$ cat config.mk
export PLATFORM = sky130hd
export DESIGN_NAME = cmd_buff_mc
export DESIGN_NICKNAME = d
export VERILOG_FILES = /design/src/rtl/cmd_buff_mc.sv
export SDC_FILE = /design/constraint.sdc
export NUM_CORES = 1
export LEC_CHECK = 0
export BUFFER_PORTS_ARGS = -buffer_cell sky130_fd_sc_hd__buf_4
export CAP_MARGIN = 20
export CORE_UTILIZATION = 40
export DETAILED_ROUTE_END_ITERATION = 12
export HOLD_SLACK_MARGIN = 0.08
export PLACE_DENSITY_LB_ADDON = 0.12
export SYNTH_ARGS = -nofsm -noshare
export SYNTH_HDL_FRONTEND = slang
export SYNTH_SLANG_ARGS = --single-unit
$ cat constraint.sdc
create_clock -name clk -period 5.32 [get_ports clk]
set_input_delay 0.798 -clock clk [delete_from_list [all_inputs] [get_ports clk]]
set_output_delay 0.798 -clock clk [all_outputs]
set_load 0.05 [all_outputs]
$ cat src/rtl/cmd_buff_mc.sv
// Command-region write steering into NUM_CH per-channel command FIFOs, with a
// one-entry hold slot for writes that find their FIFO full.
module cmd_buff_mc #(
  parameter int          NUM_CH     = 4,
  parameter int          DEPTH      = 4,
  parameter int          DW         = 32,
  parameter int          AW         = 32,
  parameter int          CH_LSB     = 2,
  parameter logic [1:0]  CMD_REGION = 2'b01,
  localparam int         CW         = (NUM_CH > 1) ? $clog2(NUM_CH) : 1,
  localparam int         PW         = $clog2(DEPTH),
  localparam int         LW         = PW + 1
) (
  input  logic                 clk,
  input  logic                 rst_n,
  input  logic                 axi_wr_vld,
  output logic                 axi_wr_rdy,
  input  logic [AW-1:0]        axi_wr_addr,
  input  logic [DW-1:0]        axi_wr_data,
  input  logic [DW/8-1:0]      axi_wr_strb,
  input  logic [1:0]           axi_wr_region,
  output logic                 wr_done,
  output logic                 wr_err,
  output logic [NUM_CH-1:0]    out_vld,
  output logic [NUM_CH*DW-1:0] out_data,
  input  logic [NUM_CH-1:0]    out_rdy,
  output logic [NUM_CH*LW-1:0] ch_level
);

  logic [DW-1:0] mem_q    [NUM_CH][DEPTH];
  logic [PW-1:0] wr_ptr_q [NUM_CH];
  logic [PW-1:0] wr_ptr_d [NUM_CH];
  logic [PW-1:0] rd_ptr_q [NUM_CH];
  logic [PW-1:0] rd_ptr_d [NUM_CH];
  logic [LW-1:0] cnt_q    [NUM_CH];
  logic [LW-1:0] cnt_d    [NUM_CH];

  logic          hang_q, hang_d;
  logic [CW-1:0] hold_ch_q, hold_ch_d;
  logic [DW-1:0] hold_data_q, hold_data_d;
  logic          done_q, done_d;
  logic          err_q, err_d;

  logic [CW-1:0]     ch_in, wch;
  logic [DW-1:0]     wdata;
  logic              ch_ok, acc, bad, want, push_any;
  logic [NUM_CH-1:0] push, pop, space;
  logic [AW-1:0]     unused_addr;

  assign unused_addr = axi_wr_addr;

  always_comb begin
    ch_in    = axi_wr_addr[CH_LSB +: CW];
    ch_ok    = ({1'b0, ch_in} < (CW+1)'(NUM_CH));
    acc      = axi_wr_vld & ~hang_q & (axi_wr_region == CMD_REGION);
    bad      = acc & (~(&axi_wr_strb) | ~ch_ok);
    // A held write has priority; new beats are blocked while hang_q is set.
    want     = hang_q | (acc & ~bad);
    wch      = hang_q ? hold_ch_q : ch_in;
    wdata    = hang_q ? hold_data_q : axi_wr_data;
    push     = '0;
    pop      = '0;
    space    = '0;
    for (int c = 0; c < NUM_CH; c++) begin
      pop[c]      = (cnt_q[c] != '0) & out_rdy[c];
      space[c]    = (cnt_q[c] < LW'(DEPTH)) | pop[c];
      push[c]     = want & (wch == CW'(c)) & space[c];
      wr_ptr_d[c] = wr_ptr_q[c] + PW'(push[c]);
      rd_ptr_d[c] = rd_ptr_q[c] + PW'(pop[c]);
      cnt_d[c]    = cnt_q[c] + LW'(push[c]) - LW'(pop[c]);
    end
    push_any    = |push;
    hang_d      = want & ~push_any;
    hold_ch_d   = hang_q ? hold_ch_q : ch_in;
    hold_data_d = hang_q ? hold_data_q : axi_wr_data;
    done_d      = bad | push_any;
    err_d       = bad;
  end

  always_ff @(posedge clk or negedge rst_n) begin
    if (!rst_n) begin
      hang_q      <= 1'b0;
      hold_ch_q   <= '0;
      hold_data_q <= '0;
      done_q      <= 1'b0;
      err_q       <= 1'b0;
      for (int c = 0; c < NUM_CH; c++) begin
        wr_ptr_q[c] <= '0;
        rd_ptr_q[c] <= '0;
        cnt_q[c]    <= '0;
      end
    end else begin
      hang_q      <= hang_d;
      hold_ch_q   <= hold_ch_d;
      hold_data_q <= hold_data_d;
      done_q      <= done_d;
      err_q       <= err_d;
      for (int c = 0; c < NUM_CH; c++) begin
        wr_ptr_q[c] <= wr_ptr_d[c];
        rd_ptr_q[c] <= rd_ptr_d[c];
        cnt_q[c]    <= cnt_d[c];
      end
    end
  end

  // Storage needs no reset; contents only matter behind a valid count.
  always_ff @(posedge clk) begin
    for (int c = 0; c < NUM_CH; c++) begin
      if (push[c]) mem_q[c][wr_ptr_q[c]] <= wdata;
    end
  end

  assign axi_wr_rdy = ~hang_q;
  assign wr_done    = done_q;
  assign wr_err     = err_q;

  for (genvar g = 0; g < NUM_CH; g++) begin : g_ch
    assign out_vld[g]           = (cnt_q[g] != '0);
    assign out_data[g*DW +: DW] = mem_q[g][rd_ptr_q[g]];
    assign ch_level[g*LW +: LW] = cnt_q[g];
  end

endmodule
== Yosys cells after proc, flatten, opt, wreduce, memory -nomap -nowiden ==
Memories as Yosys holds them, arrays and structs flattened.
Index checks and enable logic that the tools add are counted.
Word-level totals
  bits in registers: 65
  memory bits (writable): 512
  input bits: 77
  output and inout port bits: 147
  memories kept: 1
Cells by class
  $add $sub $neg: 16
  $lt $le $gt $ge: 16
  eq/ne operators: 4
  mux-type cells: 39
  bitwise operators: 35
  reductions and logical operators: 14
Memories
  mem_q: depth 4, width 128, read ports 4, clocked after Yosys merged registers in 0, write ports 1, RTL line 30  | logic [DW-1:0] mem_q [NUM_CH][DEPTH];
Operator list (count)
  $mux 128: 10
  $mux 32: 13
  $reduce_or 128->1: 3
  $bmux 32 s2: 4
  $demux 32 s2: 4
  $ge 3x3->1 const B: 8
  $not 2->3: 8
  $and 1x1->1: 17
  $add 2x1->2: 8
  $add 3x1->3: 4
  $lt 3x1->1 const B: 4
  $lt 3x3->1 const B: 4
  $reduce_bool 3->1: 4
  $sub 3x1->3: 4
  $mux 2: 4
  $or 1x1->1: 6
  $eq 2x1->1 const B: 2
  $eq 2x2->1 const B: 2
  $logic_and 1x1->1: 4
  $mux 1: 4
  $not 1->1: 4
  $reduce_and 4->1: 1
  $reduce_or 4->1: 1
  $logic_not 2->1: 1

== Depth between registers and ports, before layout ==
Gate-level depths: netlist (run 1).
  depth in word-level cells: 15
  depth in mapped cells: 11
  depth with buffers taken out: 11

== Worst setup path before layout (run 1) ==
OpenSTA, ideal clock, no wires.
  path kind: input to register
  start point: input port axi_wr_region[1]
  end point: memory mem_q[0][64] (netlist bit) (enable)
  arrival: 3.902 ns
  data required time: 4.852 ns
  slack: 0.950 ns
  cell stages on the path: 5
  path buffers: 0
  cells stage by stage: and4bb_2 > a21oi_1 > nor2_2 > nand3_2 > nor3b_1
On the way
  word-level cells in the longest chain between the ends: 14
Ends and longest elaborated chain
  start, declared: RTL line 21  | input logic [1:0] axi_wr_region,
  $eq 2x1->1 *: RTL line 55  | acc = axi_wr_vld & ~hang_q & (axi_wr_region == CMD_REGION);
  $and 1x1->1 *: RTL line 55
  $and 1x1->1: RTL line 56  | bad = acc & (~(&axi_wr_strb) | ~ch_ok);
  $not 1->1: RTL line 58  | want = hang_q | (acc & ~bad);
  $and 1x1->1 *: RTL line 58
  $or 1x1->1 *: RTL line 58
  $and 1x1->1 (2 in series): RTL line 67  | push[c] = want & (wch == CW'(c)) & space[c];
  $mux 1: RTL line 109  | if (push[c]) mem_q[c][wr_ptr_q[c]] <= wdata;
  $mux 128 (implied by the code): RTL line 109
  $reduce_or 128->1 (no source line)
  $mux 2 (no source line) / $mux 128 (equally long branches) (3 in series)
  end, declared: RTL line 30
Mark *: on every way between the ends. The rest lies on a longest branch, timed or not.

== Worst setup path after layout (run 1) ==
  start point: register rd_ptr_q[4] (netlist bit)
  end point: output port out_data[63]
On the way
  word-level cells in the longest chain between the ends: 4
Ends and longest elaborated chain
  start, declared: RTL line 33  | logic [PW-1:0] rd_ptr_q [NUM_CH];
  start signal, assigned by index: RTL line 100  | rd_ptr_q[c] <= rd_ptr_d[c];
  $not 2->3 (implied by the code): RTL line 119  | assign out_data[g*DW +: DW] = mem_q[g][rd_ptr_q[g]];
  $bmux 32 s2: RTL line 119
  $mux 32 (implied by the code) (2 in series): RTL line 119
  end, declared: RTL line 25  | output logic [NUM_CH*DW-1:0] out_data,
No other way between the ends. The select of a mux whose other input is x is not followed.

==> results.txt, run 1 <==
----------------------------------------------------
[Run status]
  Run status ... finished, final reports clean

[Logic synthesis]
  Number of standard cells after synthesis ... ~900
  Cell area after synthesis ... approximately 0.021 mm2
  Main synth FF type ... edfxtp_1
  Number of unique standard cell types used by synthesis ... 36
  Mean area per synthesized cell ... between 20 and 25 um2
  Proportion of synthesized chip area in sequential cells ... approximately 80%
  Cell type contributing the most total cell area after synthesis ... edfxtp_1
  Post-synthesis async set-or-reset flop share ... 11.3%
  Top post-synthesis cells by area ... edfxtp_1, mux4_2, dfrtp_1, mux2_2, ha_1
  Syn nets ... 973
  Post-synth top area share ... between 70 and 80%
  Post-synth EDFFs ... about 500
  Yosys warnings ... 0
  Number of storage elements in the synthesis netlist ... 577

[Route]
  WL/cell ... between 20 and 30 um
  Routed wire length ... approximately 48000 um
  Total length of routed met2 wires ... approximately 23000 um
  Count of nets left with antenna violations after detail routing ... 0
  Met1 Routed Length ... 21500 um
  Iteration count of the initial detailed-routing pass ... 4
  Drc violations ... 0
  Initial drt markers ... 710
  Highest routed layer ... met4
  Via total after detailed routing ... slightly below 10k
  Sum of met3 wire segment lengths after detailed routing ... 2320 um
  Detail-routed via count per cell ... approximately 5.2

[CTS]
  Max Buffers Root-to-Sink ... 3
  Number of sinks driven by the clock tree ... about 580
  Clk Tree Root Cell ... clkbuf_16
  Buffers inserted during post-CTS setup optimization ... 0
  Clock slew at reported path FFs ... roughly 60 ps
  Clock Latency Late Sink ... roughly 600 ps
  Clock H-tree levels ... 2
  Number of buffers created by CTS ... between 50 and 60
  Clock tree from TritonCTS ... built
  Number of gates resized after cts ... 0
  Count of hold-fix buffers inserted at cts ... 0

[STA]
  F_max ... ~270 MHz
  Slew margin rel. ... 27.3%
  Unrepaired setup endpoints after global routing ... no
  Final Max Tran Viols ... 0
  Transition time at the pin with the least slew margin ... around 1100 ps
  Final worst clock skew ... 12.9 ps
  Portion of the clock cycle consumed by the worst path in the final layout ... 69.0%
  PnR worst setup slack ... around 1600 ps
  Final Hold Vio Count ... 0
  Setup_tns ... 0 ps
  Fin crit period ... 3670 ps
  Number of setup violations in the final report ... 0

[GRT]
  Remaining Overflow, GRT ... 0
  Maximum number of pins on one net before global-route repair ... 40
  Global-route wire length before repair ... about 68000 um
  Initial antenna violation count ... 0
  Global-route usage over all layers ... approximately 18%
  Vias in the first global route ... about 10k

[Cells and area]
  Diodes inserted ... 0
  Layout cell share with drive strength beyond 1 ... roughly 42%
  Growth of design area from synthesis to finish ... 20.6%
  Most common cell after layout, fill and taps aside ... edfxtp_1
  Most frequent cells in the layout ... edfxtp_1, buf_4, mux4_2
  Final-stage net count ... 1217
  Non-Filler Cell Area, Final ... 0.0256 mm2
  Fill count ... ~4.4k

[Power and ir drop]
  Power share of the combinational group ... between 30% and 40%
  Internal power ... between 9 and 10 mW
  Power density cells ... 560 mW/mm2
  Switching part of the total ... between 30 and 40%
  Part of the total power dissipated in the clock network ... roughly 28%
  Sequential share of power ... 39.4%
  Reported net switching power ... 5.17 mW
  Max rail drop VDD ... a little under 0.4 mV
  Leakage Power ... slightly below 9 nW

[Setup path]
  Largest driver fanout on the critical path ... 22
  Number of cells on the critical path ... 3
  Crit-path most repeated cell ... buf_4
  Destination of the worst register-to-register timing path ... mem_q[3][73]
  Register-to-Register Setup Slack ... 2300 ps
  Slowest stage cell, crit path ... dfrtp_2
  Worst reg2reg startpoint ... hang_q
  Critical path data arrival time ... around 2900 ps
  Worst path top cell family by delay ... flip-flops
  Worst Setup End Kind ... output pin
  Cell-by-cell listing of the critical path ... buf_4, mux4_2, buf_4
  Critical path endpoint ... out_data[63]
  Startpoint-to-endpoint class of the critical path ... reg2out
  CP peak stage delay ... around 960 ps
  Required time reported for the critical path endpoint ... 4520 ps
  Startpoint Class ... register
  Count of buffering cells on the critical path with inverters included ... 2
  Setup crit start ... rd_ptr_q[4]
  Cell depth of the worst flop-to-flop path ... 7

[Floorplan]
  Area inside the core boundary ... between 0.05 and 0.06 mm2
  Row cnt ... 84
  Floorplan die area ... 0.0540 mm2
  Initial Utilization ... roughly two fifths
  Die Height ... roughly 230 um
  Top-level I/O count ... ~220
  Die width ... 232 um

[Place]
  Gp weighted congestion ... 0.693
  DP Wirelength ... 27800 um
  Setup slack at placement ... between 1500 and 2000 ps
  Count of input and output buffers ... 193
  Placed Instance Area ... between 0.02 and 0.025 mm2

[Worst hold path]
  Worst hold path type ... in2async

[Job]
  Number of maximum-capacitance violations ... 0

----------------------------------------------------
## state kept, by name, indices dropped and copies added, names as in the netlist
name and cells:
mem_q 512, hold_data_q 32, ch_level 12, rd_ptr_q 8
wr_ptr_q 8, hold_ch_q 2, hang_q 1, wr_done 1
wr_err 1
## power groups by stage
stage | registers (mW) | clock network (mW) | logic, mW
4_1_cts | 5.73 | 4.18 | 4.64
3_3_place_gp | 5.82 | 0 | 4.62
5_1_grt | 5.73 | 4.34 | 4.79
3_5_place_dp | 5.82 | 0 | 4.63
6_report | 5.66 | 4.08 | 4.61
2_1_floorplan | 5.37 | 0 | 3.54
## cells in the mapped netlist, types with 4 or more instances
library cell / count
mux4_2: 128
or3_1: 4
inv_1: 13
and3_1: 4
buf_2: 18
fa_1: 4
and2_1: 4
xor2_1: 8
nor3b_1: 5
xnor2_1: 8
mux2_2: 32
ha_1: 16
dfrtp_1: 65
clkbuf_1: 17
edfxtp_1: 512
nand2b_1: 4
nor3_1: 5
## worst min-delay path by stage
stage | from | endpoint | slack [ps]
5_1_grt | rst_n | hold_data_q[27] | 260
3_5_place_dp | ch_level[6] | ch_level[6] | 520
6_report | rst_n | hold_data_q[27] | 240
4_1_cts | rst_n | hold_data_q[27] | 240
3_3_place_gp | ch_level[0] | ch_level[0] | 520
2_1_floorplan | rd_ptr_q[0] | rd_ptr_q[0] | 480
## layout make-up
class / count / area (um2) / area share [%]
Sequential cell: 577 / 17000 / 66.4
Multi-Input combinational cell: 245 / 4080 / 15.9
Timing Repair Buffer: 219 / 1680 / 6.57
Clock buffer: 86 / 1640 / 6.40
Tap cell: 688 / 861 / 3.36
Clock inverter: 25 / 265 / 1.04
Inverter: 18 / 71.3 / 0.278
## layer usage
metal / global-route usage, % / up-vias
met5: 0 / -
met4: 5.11 / 0
met3: 3.19 / 68
met2: 28.1 / 235
met1: 25.6 / 5252
li1: - / 4123
## logic make-up (layout without fill, tap and decap cells)
| family | count (synthesis) | after routing | share of synthesized area, % |
|---|---|---|---|
| buffers and inverters | 54 | 348 | 1.11 |
| XOR/XNOR | 16 | 16 | 0.660 |
| flip-flops | 577 | 577 | 80.0 |
| AND/OR/NAND/NOR | 43 | 43 | 1.31 |
| multiplexers | 163 | 163 | 15.5 |
| adder cells (fa/ha/maj) | 20 | 20 | 1.32 |
| AO/OA/AOI/OAI | 3 | 3 | 0.0707 |
## through the flow
step | instances | hold slack [ps] | power (mW) | util, %
4_1_cts | 1856 | 243 | 14.5 | 48.7
3_3_place_gp | 1744 | 521 | 10.4 | 45.0
3_5_place_dp | 1745 | 519 | 10.5 | 45.0
6_report | 1858 | 241 | 14.4 | 48.7
5_1_grt | 1858 | 256 | 14.9 | 48.7
2_1_floorplan | 876 | 477 | 8.91 | -
Note: power is estimated with default switching activity, not from simulation.
==> inputs of run 2 (changes only) <==
ABC_AREA = 1   (was not set)
clock period = 3.47 ns   (was 5.32 ns; I/O delays follow)
==> results.txt, run 2 <==
----------------------------------------------------
[Run status]
  Run status ... finished, final reports clean

[GRT]
  Initial antenna violation count ... 5
  Routing usage on met3 ... ~4.0%
  Vias in the first global route ... between 10k and 15k
  Remaining Overflow, GRT ... 0
  Maximum number of pins on one net before global-route repair ... 66
  Global-route usage over all layers ... 19.9%
  Global routing usage on met2 ... between 30% and 40%
  Global-route wire length before repair ... between 80000 and 90000 um
  Most crowded layer after global routing ... met2
  Met1 routing resource usage after global routing ... 27.9%

[CTS]
  Max Buffers Root-to-Sink ... 3
  Clock H-tree levels ... 2
  Number of sinks driven by the clock tree ... ~580
  Clock tree from TritonCTS ... built
  Clock Latency Late Sink ... slightly above 600 ps
  Number of gates resized after cts ... 0
  Number of buffers created by CTS ... 57
  Clock slew at reported path FFs ... 60 ps
  Clk Tree Root Cell ... clkbuf_16
  Buffers inserted during post-CTS setup optimization ... 0

[Power and ir drop]
  Leakage Power ... around 9.4 nW
  Power density cells ... approximately 1000 mW/mm2
  Max rail drop VDD ... about 0.66 mV

[Logic synthesis]
  Main synth FF type ... edfxtp_1
  Number of standard cells after synthesis ... around 1.5k
  Cell area after synthesis ... ~0.022 mm2
  Proportion of synthesized chip area in sequential cells ... between 70% and 80%
  Number of unique standard cell types used by synthesis ... 29
  Yosys warnings ... 0
  Post-synth top area share ... roughly 71%
  Synth top cells by count ... edfxtp_1, nor2_1, o21ai_0
  Post-synthesis async set-or-reset flop share ... about 11%
  Cell type contributing the most total cell area after synthesis ... edfxtp_1
  Number of storage elements in the synthesis netlist ... 577
  Library cell with the highest instance count after synthesis ... edfxtp_1
  Mean area per synthesized cell ... between 10 and 15 um2
  Syn nets ... about 1.6k
  Post-synth EDFFs ... about 500
  Top post-synthesis cells by area ... edfxtp_1, dfrtp_1, o21ai_0, nor2_1, o22ai_1

[Place]
  Placed Instance Area ... approximately 0.024 mm2
  Cell count after placement ... between 2k and 2.5k
  Count of input and output buffers ... ~190
  Gp weighted congestion ... between 0.7 and 0.8
  DP Wirelength ... approximately 31000 um
  Setup slack at placement ... about 900 ps

[Setup path]
  Critical path data arrival time ... 2570 ps
  Worst Setup End Kind ... output pin
  Startpoint-to-endpoint class of the critical path ... reg2out
  Startpoint Class ... register
  Required time reported for the critical path endpoint ... between 2000 and 3000 ps
  Largest driver fanout on the critical path ... 48

[STA]
  Slew margin rel. ... 35.9%
  Transition time at the pin with the least slew margin ... approximately 960 ps
  Portion of the clock cycle consumed by the worst path in the final layout ... around nine tenths
  Final Max Tran Viols ... 0
  PnR worst setup slack ... ~380 ps
  Unrepaired setup endpoints after global routing ... no
  F_max ... ~320 MHz
  Setup_tns ... 0 ps
  Fin crit period ... roughly 3100 ps
  Final Hold Vio Count ... 0
  Number of setup violations in the final report ... 0
  Worst Hold Margin ... approximately 210 ps
  Final worst clock skew ... about 16 ps

[Cells and area]
  Growth of design area from synthesis to finish ... 19.7%
  Post-layout instance count excluding filler cells ... roughly 2.5k
  Final-stage net count ... 1853
  Most frequent cells in the layout ... edfxtp_1, nor2_1, buf_4
  Most common cell after layout, fill and taps aside ... edfxtp_1
  Max reg flops ... between 500 and 600
  Layout cell share with drive strength beyond 1 ... roughly a fifth
  Non-Filler Cell Area, Final ... 0.0261 mm2

[Route]
  Detail-routed via count per cell ... 5.19
  WL/cell ... 22.2 um
  Count of nets left with antenna violations after detail routing ... 0
  Iteration count of the initial detailed-routing pass ... 4
  Drc violations ... 0
  Initial drt markers ... 997
  Routed wire length ... about 55000 um
  Via total after detailed routing ... approximately 13k

[Job]
  Number of maximum-capacitance violations ... 0

[Floorplan]
  Area inside the core boundary ... 0.0538 mm2
  Row cnt ... 85
  Floorplan die area ... 0.0554 mm2
  Top-level I/O count ... 224
  Die width ... about 240 um
  Initial Utilization ... between 40% and 50%
  Die Height ... roughly 240 um

[Worst hold path]
  Worst hold path type ... in2reg

----------------------------------------------------
[run 2: changes by cell type after synthesis, sizes merged, moves of 6 or more]
cell / delta
mux2: -33
nor3b: -6
buf: +9
o22ai: +128
nor3: +12
clkbuf: +39
nand2: +115
inv: +35
nor2: +258
o21ai: +259
mux4: -128
[run 2: per-layer routing]
layer  routed length, um  vias up
met4                1400        8
met2               25700      310
li1                    -     6090
met5                  59        -
met1               25300     6468
met3                2910       92
[run 2: repair_timing]
item                                    4_1_cts  5_1_grt
endpoints found under the hold margin        21        0
hold buffers                                  1        0
endpoints found under the setup margin        0        0
[run 2: area by class of cell]
cell class / count / area, um2
flip-flops and latches: 577 / 17000
diodes: 3 / 7.51
clock buffers: 75 / 1580
multi-input cells: 834 / 4330
fillers: 4684 / 27700
well taps: 696 / 871
inverters: 52 / 195
repair buffers: 234 / 1780
clock inverters: 29 / 310
[run 2: cells by family (layout without fill, tap and decap cells)]
group | Yosys count | count (layout) | share of synthesized area, %
other cells | 0 | 3 | 0
simple gates | 405 | 405 | 7.60
compound gates | 393 | 393 | 9.86
xor+xnor | 16 | 16 | 0.643
fa+ha+maj | 20 | 20 | 1.29
flops | 577 | 577 | 78.1
buf+inv | 136 | 390 | 2.55
[run 2: power breakdown]
group          switching (mW)  internal (mW)  total [mW]  leakage (nW)
sequential              0.266           8.26        8.53          5.38
combinational            8.38           2.80        11.2          3.06
clock                    2.55           3.69        6.24         0.930
[run 2: critical path, stage by stage (launching register included)]
cell	delay, ps
dfrtp_2	410
inv_2	600
buf_4	300
o21ai_0	100
o22ai_1	260
buf_4	260
[run 2: metrics by stage]
step / utilization, % / power, mW
after floorplan: - / 16.1
after global placement: 44.9 / 19.9
after detailed placement: 44.9 / 20.0
after CTS: 48.4 / 26.3
after global routing: 48.4 / 27.1
final: 48.5 / 26.0
[run 2: worst paths after layout]
| check | end | from | cells past startpoint | slack (ps) |
|---|---|---|---|---|
| setup / recovery | out_data[15] | rd_ptr_q[6] | 5 | 380 |
| hold / removal | hold_ch_q[1] | axi_wr_addr[3] | 3 | 210 |
| setup reg to reg | ch_level[2] | hang_q | 13 | 900 |
| hold reg to reg | ch_level[11] | ch_level[10] | 1 | 500 |
| max in group asynchronous | rd_ptr_q[0] | rst_n | 2 | 2210 |
| min in group asynchronous | ch_level[10] | rst_n | 2 | 580 |
